==> config.mk <==
export PLATFORM = sky130hd
export DESIGN_NAME = sha256_msg_padder
export DESIGN_NICKNAME = d
export VERILOG_FILES = /design/src/rtl/sha256_pkg.sv /design/src/rtl/sha256_last_word_pad.sv /design/src/rtl/sha256_msg_padder.sv
export SDC_FILE = /design/constraint.sdc
export NUM_CORES = 1
export LEC_CHECK = 0
export CAP_MARGIN = 20
export CORE_UTILIZATION = 35
export CTS_CLUSTER_SIZE = 16
export DETAILED_ROUTE_END_ITERATION = 12
export PLACE_DENSITY = 0.66
export SLEW_MARGIN = 20
export SYNTH_ARGS = -nofsm -noshare
export SYNTH_HDL_FRONTEND = slang
export SYNTH_SLANG_ARGS = --single-unit
==> constraint.sdc <==
create_clock -name clk -period 3.95 [get_ports clk]
set_input_delay 1.185 -clock clk [delete_from_list [all_inputs] [get_ports clk]]
set_output_delay 1.185 -clock clk [all_outputs]
set_load 0.02 [all_outputs]
==> src/rtl/sha256_pkg.sv <==
// Shared SHA-256 types and constants: block layout, padding marker,
// padder state encoding and the initial hash values.
package sha256_pkg;

  // Word i of a block sits at [32i+31:32i]; W0 is the least significant word.
  typedef logic [15:0][31:0] block_t;

  localparam logic [31:0] PAD_MARKER = 32'h8000_0000;

  typedef enum logic [1:0] {
    FILL = 2'd0,
    PAD  = 2'd1,
    EMIT = 2'd2
  } pad_state_e;

  localparam logic [31:0] SHA256_H0 = 32'h6a09_e667;
  localparam logic [31:0] SHA256_H1 = 32'hbb67_ae85;
  localparam logic [31:0] SHA256_H2 = 32'h3c6e_f372;
  localparam logic [31:0] SHA256_H3 = 32'ha54f_f53a;
  localparam logic [31:0] SHA256_H4 = 32'h510e_527f;
  localparam logic [31:0] SHA256_H5 = 32'h9b05_688c;
  localparam logic [31:0] SHA256_H6 = 32'h1f83_d9ab;
  localparam logic [31:0] SHA256_H7 = 32'h5be0_cd19;

endpackage

==> src/rtl/sha256_last_word_pad.sv <==
// Formats the final message word: keeps the left-aligned valid bytes,
// places the 0x80 marker right after them and clears the rest. A full
// word leaves no room, so the marker moves to the following slot.
module sha256_last_word_pad (
  input  logic [31:0] data_i,
  input  logic [2:0]  nbytes_i,
  output logic [31:0] word_o,
  output logic        marker_in_next_o
);

  logic [2:0] n_clamped;

  // Byte-wise mask and marker insertion; counts above 4 behave as 4.
  always_comb begin
    n_clamped        = (nbytes_i > 3'd4) ? 3'd4 : nbytes_i;
    marker_in_next_o = (n_clamped == 3'd4);
    word_o           = '0;
    for (int b = 0; b < 4; b++) begin
      if (3'(b) < n_clamped) begin
        word_o[31-8*b -: 8] = data_i[31-8*b -: 8];
      end else if (3'(b) == n_clamped) begin
        word_o[31-8*b -: 8] = 8'h80;
      end
    end
  end

endmodule

==> src/rtl/sha256_msg_padder.sv <==
// SHA-256 message padder: collects a big-endian 32-bit word stream into
// 512-bit blocks, appends the 0x80 marker, zero fill and the 64-bit bit
// length, and hands complete blocks downstream with first/last flags.
module sha256_msg_padder
  import sha256_pkg::*;
#(
  parameter int LEN_W = 64
) (
  input  logic         clk,
  input  logic         reset_n,
  input  logic         in_valid,
  output logic         in_ready,
  input  logic [31:0]  in_data,
  input  logic         in_last,
  input  logic [2:0]   in_nbytes,
  output logic         blk_valid,
  input  logic         blk_ready,
  output logic [511:0] blk_data,
  output logic         blk_first,
  output logic         blk_last,
  output logic         busy
);

  pad_state_e       state_q;
  logic [3:0]       wcnt_q;
  logic [LEN_W-1:0] len_q;
  logic             first_q;
  logic             pend_q;
  logic             mnext_q;
  logic             bfirst_q;
  logic             blast_q;
  logic             busy_q;
  block_t           blk_q;

  logic [31:0]      last_word;
  logic             marker_next;
  logic             accept;
  logic [LEN_W-1:0] len_add;
  logic [LEN_W-1:0] len_d;
  logic [63:0]      len64_d;
  logic [63:0]      len64_q;
  logic [4:0]       mark_slot;
  logic             fits;
  block_t           fill_blk;
  block_t           pad_blk;

  sha256_last_word_pad u_last_word_pad (
    .data_i           (in_data),
    .nbytes_i         (in_nbytes),
    .word_o           (last_word),
    .marker_in_next_o (marker_next)
  );

  assign accept  = in_valid && (state_q == FILL);
  assign len64_d = 64'(len_d);
  assign len64_q = 64'(len_q);

  // Length bookkeeping: a full word adds 32 bits, a short final word 8 per byte.
  always_comb begin
    if (!in_last || marker_next) begin
      len_add = LEN_W'(32);
    end else begin
      len_add = LEN_W'({in_nbytes[1:0], 3'b000});
    end
    len_d     = len_q + len_add;
    mark_slot = {1'b0, wcnt_q} + {4'b0000, marker_next};
    fits      = (mark_slot <= 5'd13);
  end

  // Block image after the accepted word, including all padding for a final word.
  always_comb begin
    fill_blk = blk_q;
    if (in_last) begin
      fill_blk[wcnt_q] = marker_next ? in_data : last_word;
      for (int i = 0; i < 16; i++) begin
        if (marker_next && (5'(i) == mark_slot)) begin
          fill_blk[i] = PAD_MARKER;
        end else if (5'(i) > mark_slot) begin
          fill_blk[i] = '0;
        end
      end
      if (fits) begin
        fill_blk[14] = len64_d[63:32];
        fill_blk[15] = len64_d[31:0];
      end
    end else begin
      fill_blk[wcnt_q] = in_data;
    end
  end

  // Extra length-only block, carrying the marker if it did not fit before.
  always_comb begin
    pad_blk     = '0;
    pad_blk[0]  = mnext_q ? PAD_MARKER : 32'h0;
    pad_blk[14] = len64_q[63:32];
    pad_blk[15] = len64_q[31:0];
  end

  // Control FSM with the block register, length counter and output flags.
  always_ff @(posedge clk or negedge reset_n) begin
    if (!reset_n) begin
      state_q  <= FILL;
      wcnt_q   <= '0;
      len_q    <= '0;
      first_q  <= 1'b1;
      pend_q   <= 1'b0;
      mnext_q  <= 1'b0;
      bfirst_q <= 1'b0;
      blast_q  <= 1'b0;
      busy_q   <= 1'b0;
      blk_q    <= '0;
    end else begin
      case (state_q)
        FILL: begin
          if (accept) begin
            blk_q  <= fill_blk;
            len_q  <= len_d;
            busy_q <= 1'b1;
            if (in_last) begin
              wcnt_q   <= '0;
              state_q  <= EMIT;
              bfirst_q <= first_q;
              blast_q  <= fits;
              pend_q   <= !fits;
              mnext_q  <= (mark_slot == 5'd16);
            end else if (wcnt_q == 4'd15) begin
              wcnt_q   <= '0;
              state_q  <= EMIT;
              bfirst_q <= first_q;
              blast_q  <= 1'b0;
              pend_q   <= 1'b0;
            end else begin
              wcnt_q <= wcnt_q + 4'd1;
            end
          end
        end
        PAD: begin
          blk_q    <= pad_blk;
          state_q  <= EMIT;
          bfirst_q <= first_q;
          blast_q  <= 1'b1;
          pend_q   <= 1'b0;
        end
        EMIT: begin
          if (blk_ready) begin
            first_q  <= 1'b0;
            bfirst_q <= 1'b0;
            blast_q  <= 1'b0;
            if (blast_q) begin
              len_q   <= '0;
              first_q <= 1'b1;
              busy_q  <= 1'b0;
              state_q <= FILL;
            end else if (pend_q) begin
              state_q <= PAD;
            end else begin
              state_q <= FILL;
            end
          end
        end
        default: state_q <= FILL;
      endcase
    end
  end

  assign in_ready  = (state_q == FILL);
  assign blk_valid = (state_q == EMIT);
  assign blk_data  = blk_q;
  assign blk_first = bfirst_q;
  assign blk_last  = blast_q;
  assign busy      = busy_q;

endmodule

# Word-level counts from Yosys, hierarchy flattened
# Index checks and enable logic that the tools add are counted.
dict set report classes {
  addsub 3
  order_cmp 24
  n_eq_ne 27
  n_mux 82
  n_reduce_logical 35
}
# cell count
set op_table {}
lappend op_table {{32-bit two-way mux} 35}
lappend op_table {{512-bit bitwise mux} 2}
lappend op_table {{512-bit two-way mux} 2}
lappend op_table {{512-bit one-hot mux with 2 select lines} 1}
lappend op_table {{64-bit two-way mux} 4}
lappend op_table {{32-bit demux with 4-bit select} 1}
lappend op_table {{64-bit one-hot mux with 2 select lines} 1}
lappend op_table {{64-bit adder} 1}
lappend op_table {{8-bit two-way mux} 8}
lappend op_table {{4-bit by 5-bit == test with 1-bit output (first input constant)} 8}
lappend op_table {{4-bit by 5-bit > comparator with 1-bit output (first input constant)} 8}
lappend op_table {{3-bit by 5-bit == test with 1-bit output (first input constant)} 4}
lappend op_table {{3-bit by 5-bit > comparator with 1-bit output (first input constant)} 4}
lappend op_table {{1-bit logical AND} 18}
lappend op_table {{1-bit two-way mux} 15}
lappend op_table {{2-bit by 5-bit == test with 1-bit output (first input constant)} 2}
lappend op_table {{1-bit by 5-bit > comparator with 1-bit output (first input constant)} 2}
lappend op_table {{2-bit by 5-bit > comparator with 1-bit output (first input constant)} 2}
lappend op_table {{3-bit AND reduction} 3}
lappend op_table {{2-bit two-way mux} 4}
lappend op_table {{4-bit two-way mux} 2}
lappend op_table {{4-bit AND reduction} 2}
lappend op_table {{2-bit by 3-bit == test with 1-bit output (first input constant)} 2}
lappend op_table {{1-bit by 3-bit less-than comparator with 1-bit output (first input constant)} 2}
lappend op_table {{29 further kinds} 38}
dict set report word_totals {
  regBits 588
  out_inout_bits 517
}

# Longest topological paths before layout
dict set report logic_depth {
  ltp_word 13
  ltp_mapped 14
  depth_no_buf 11
}

# By module
# Synthesis repeated with hierarchy kept, for this count alone.
dict set report unflattened {
  hier_cells 2963
  area_unflattened_um2 28647.5
}
# module instances cells_per_inst area_per_inst_um2
set by_module_without_submodules {}
lappend by_module_without_submodules {sha256_msg_padder 1 2923 28387.2}
lappend by_module_without_submodules {sha256_last_word_pad 1 40 260.2}

# Least setup slack after synthesis
# No wires, ideal clock.
dict set report synth_path {
  kind {in2reg}
  start {input port in_last}
  end {register blk_q, in the netlist blk_data[477]}
  setup_ns 0.141
  arrival_time_ns 4.002
  setup_slack_ns -0.193
  path_stages 13
  n_path_buf 2
  path_cell_list {clkbuf_1 clkinv_1 nor2_1 and2_1 ha_1 fa_1 a21oi_1 or4_1 nor4_1 buf_2 a21boi_0 o21ai_0 a31oi_1}
}
dict set report synth_via {
  elab_chain_cells 8
}
# item line_no
set synth_rtl {}
lappend synth_rtl {{start, declared} sha256_msg_padder.sv:14} ;# input logic in_last,
lappend synth_rtl {{1-bit logical NOT} sha256_msg_padder.sv:60} ;# if (!in_last || marker_next) begin
lappend synth_rtl {{1-bit logical OR} sha256_msg_padder.sv:60}
lappend synth_rtl {{6-bit two-way mux} sha256_msg_padder.sv:60}
lappend synth_rtl {{64-bit adder} sha256_msg_padder.sv:65} ;# len_d = len_q + len_add;
lappend synth_rtl {{64-bit two-way mux} sha256_msg_padder.sv:82} ;# if (fits) begin
lappend synth_rtl {{512-bit two-way mux (*)} sha256_msg_padder.sv:73} ;# if (in_last) begin
lappend synth_rtl {{512-bit two-way mux (*)} sha256_msg_padder.sv:115} ;# if (accept) begin
lappend synth_rtl {{512-bit one-hot mux with 2 select lines (*)} sha256_msg_padder.sv:113} ;# case (state_q)
lappend synth_rtl {{end signal, assigned} sha256_msg_padder.sv:116} ;# blk_q <= fill_blk;
lappend synth_rtl {{end signal, assigned} sha256_msg_padder.sv:138} ;# blk_q <= pad_blk;
lappend synth_rtl {{end, declared} sha256_msg_padder.sv:33} ;# block_t blk_q;
# Mark *: on every way between the ends. The rest lies on a longest branch, timed or not. The select of a mux whose other input is x is not followed.
# A chain may end at the register's enable or synchronous reset.

# Final worst setup path
dict set report layout_path {
  start {input port in_nbytes[2]}
  end {register blk_q, in the netlist blk_data[156]}
}
dict set report layout_via {
  elab_chain_cells 11
  word_cells_on_any_way 16
}
# item line_no
set layout_rtl {}
lappend layout_rtl {{start, declared} sha256_msg_padder.sv:15} ;# input logic [2:0] in_nbytes,
lappend layout_rtl {{3-bit > comparator} sha256_last_word_pad.sv:15} ;# n_clamped = (nbytes_i > 3'd4) ? 3'd4 : nbytes_i;
lappend layout_rtl {{3-bit two-way mux (*)} sha256_last_word_pad.sv:15}
lappend layout_rtl {{parallel branches: the longest is 5 deep, another holds 4-bit by 1-bit adder with 5-bit output} -}
lappend layout_rtl {{32-bit two-way mux (*)} sha256_msg_padder.sv:76} ;# if (marker_next && (5'(i) == mark_slot)) begin
lappend layout_rtl {{512-bit two-way mux (*)} sha256_msg_padder.sv:73}
lappend layout_rtl {{512-bit two-way mux (*)} sha256_msg_padder.sv:115}
lappend layout_rtl {{512-bit one-hot mux with 2 select lines (*)} sha256_msg_padder.sv:113}
# Mark *: on every way between the ends. The select of a mux whose other input is x is not followed.

==> impl_metrics.json <==
{
  "grt_antenna_before_repair": 12,
  "cp_common_cell": "buf_4",
  "vias": 30903,
  "rsz0062_at_grt": "no",
  "synthArstFlopShare": 1.00,
  "postCtsSetupRepairBufs": 0,
  "cp_slowest_cell": "clkdlybuf4s50_1",
  "clockBufferDepth": 3,
  "worst_pin_slew_ps": 1060,
  "power_mw": 24.2,
  "max-vdd-ir-drop_mv": 0.295,
  "min_period_ps": 3820,
  "slew_viol_final": 0,
  "finalNetCount": 3922,
  "clk_latency_ps": 660,
  "area_growth_pct": 42.2,
  "ant_nets": 0,
  "criticalPathCategory": "in -> reg",
  "cp_cell_sequence": "clkdlybuf4s50_1 > buf_4 > buf_4 > nand2_1 > inv_1 > ha_1 > buf_4 > or2_2 > o21ai_1 > nand2_1 > a21o_1 > a21oi_2 > buf_12 > mux2_2",
  "worstPathRequired_ps": 4470,
  "r2r_slack_ps": 850,
  "status": "finished clean",
  "grt_first_pass_wirelength_um": 213000,
  "finClkSkew_ps": 36.5,
  "dp_hpwl_um": 109000,
  "synth_edf_count": 0,
  "coreArea_um2": 82400,
  "multi_input_area_um2": 13500,
  "cp_num_buf_inv": 6,
  "crit_path_max_fanout": 17,
  "grt-ovfl-total": 0,
  "synth.yosys.seq_area_share": 0.501,
  "row_count": 105,
  "initialDrtViolationCount": 3673,
  "cts_tree": "built",
  "max_stage_delay_ps": 430,
  "yosys_warnings": 0,
  "finalSetupViolCount": 0,
  "synth_nets": 3127,
  "routabilityCongestion": 0.999,
  "synth.avg_cell_area_um2": 9.50,
  "crit_family": "buffers and inverters",
  "synth_top_area_cell": "dfrtp_1",
  "p_per_area_nw_per_um2": 583,
  "synthDominantCellAreaShare": 0.500,
  "hold_viol_final": 0,
  "synthDistinctLibCells": 84,
  "cap_violations": 0,
  "worstSetupStartpointType": "input pin",
  "syn_area_um2": 29200,
  "io_buffers": 556,
  "slew_headroom": 0.289,
  "root_buffer": "clkbuf_16",
  "routed_wl_um": 149000,
  "wl_per_cell_um": 29.8,
  "die_w_um": 291,
  "fin_setup_tns_ps": 0,
  "clkTransAtPathRegs_ps": 60,
  "ys_ff_latch": 585,
  "ios": 557,
  "p_leak_nw": 17.8,
  "end_kind": "flop",
  "grt_pass1_vias": 29462,
  "cts.htree.levels": 3,
  "cp.arrival_ps": 4340,
  "die-area_um2": 84600,
  "num-fill-cells": 7671,
  "initial_core_util": 0.355,
  "die_y_um": 291,
  "route.detailed.drc": 0,
  "post-route-util": 0.504,
  "clock_sinks": 585,
  "synth_area_leaders": "dfrtp_1, o21ai_0, a22o_1",
  "grt_max_degree": 100,
  "max_freq_mhz": 262,
  "ff_latch_area_um2": 14600,
  "fin_ws_ps": 133,
  "synth_cells": 3073,
  "fin_crit_sh": 0.966,
  "via_per_inst": 6.19,
  "hp-class": "reg -> reg",
  "cts_buffers": 69,
  "layout-drive-gt1-share": 0.163,
  "dp_slack_ps": -834,
  "grt_use_total": 0.344,
  "dr.pass1.iters": 6,
  "synth_ff_type": "dfrtp_1"
}
flip-flops by register name, indices dropped and copies added, names as in the netlist:
signal / cells
len64_q: 61
busy: 1
wcnt_q: 4
blk_last: 1
blk_data: 512
pend_q: 1
mnext_q: 1
state_q: 2
first_q: 1
blk_first: 1
cells in the final DEF (no fill, tap or decap), drive strengths merged, types with 32 or more instances in the layout:
cell           synthesis  routed
a21oi                230     230
a221oi                32      32
a22o                 166     166
a22oi                 39      39
a31oi                 39      39
and2                  40      40
buf                   73     451
clkbuf               208      91
clkdlybuf4s50          0     554
dfrtp                584     584
inv                   29      33
nand2                378     378
nand3                 63      63
nor2                 125     125
nor2b                 44      44
nor4                  36      36
o211ai                39      39
o21ai                382     382
o2bb2ai               43      43
o31ai                 50      50
cell usage after synthesis, types with 30 or more instances:
cell type	instances
a22o_1	166
o31ai_1	47
nor2b_1	44
and2_1	30
a221oi_1	32
o211ai_1	39
a31oi_1	39
o21ai_0	374
buf_2	44
o2bb2ai_1	43
nand2_1	378
dfrtp_1	584
nor3_1	30
a22oi_1	39
nor4_1	31
a21oi_1	229
clkbuf_1	205
nor2_1	125
o41ai_1	31
nand3_1	61
kinds of logic after synthesis:
group	share of synthesized area
AO/OA/AOI/OAI	0.288
AND/OR/NAND/NOR	0.136
flip-flops	0.501
buffers and inverters	0.0428
XOR/XNOR	0.0132
multiplexers	0.0121
adder cells (fa/ha/maj)	0.00660
cell type report:
class                   count  share of cell area
inverters                  32             0.00292
flip-flops and latches    585               0.352
diodes                      7            0.000422
well taps                1070              0.0322
multi-input cells        2175               0.325
repair buffers           1005               0.230
clock inverters            31              0.0116
clock buffers              91              0.0455
metal layers:
metal | up-vias | part of all wire | track usage
li1 | 13114 | - | -
met1 | 15377 | 0.39 | 0.442
met2 | 1986 | 0.45 | 0.530
met3 | 414 | 0.10 | 0.0861
met4 | 12 | 0.062 | 0.186
met5 | - | 0.00052 | 0
worst register-to-register path, delay by kind of cell, from the launching register on:
kind | cells | cell delay [ps]
compound gates | 3 | 690
simple gates | 3 | 680
flops | 1 | 570
buf+inv | 3 | 450
mux | 1 | 360
fa+ha+maj | 1 | 250
where the power goes:
part	leakage, nW	switching (mW)	internal [mW]	total [mW]
combinational	8.73	5.43	3.94	9.37
sequential	7.93	0.967	7.05	8.01
clock	1.14	2.82	4.00	6.82
path summary, 6_finish.rpt:
check                              from            end  depth (start not counted)
max                        in_nbytes[2]  blk_data[156]                         14
min                             first_q        first_q                          2
max reg2reg                   wcnt_q[0]  blk_data[156]                         11
min reg2reg                     first_q        first_q                          2
max in group asynchronous       reset_n  blk_data[119]                          2
min in group asynchronous       reset_n  blk_data[412]                          1
through the flow:
step | instance area [um2] | cells | hold WS, ps
6_report | 41500 | 4996 | 458
5_1_grt | 41500 | 4990 | 486
4_1_cts | 41500 | 4989 | 459
3_5_place_dp | 39100 | 4867 | 448
3_3_place_gp | 39100 | 4867 | 449
2_1_floorplan | 29200 | 3073 | 439
repair_timing:
item	4_1_cts	5_1_grt
gates cloned	0	0
hold buffers	0	0
endpoints found under the setup margin	5	14
resized for setup	2	6
(Power assumes the default switching activity.)
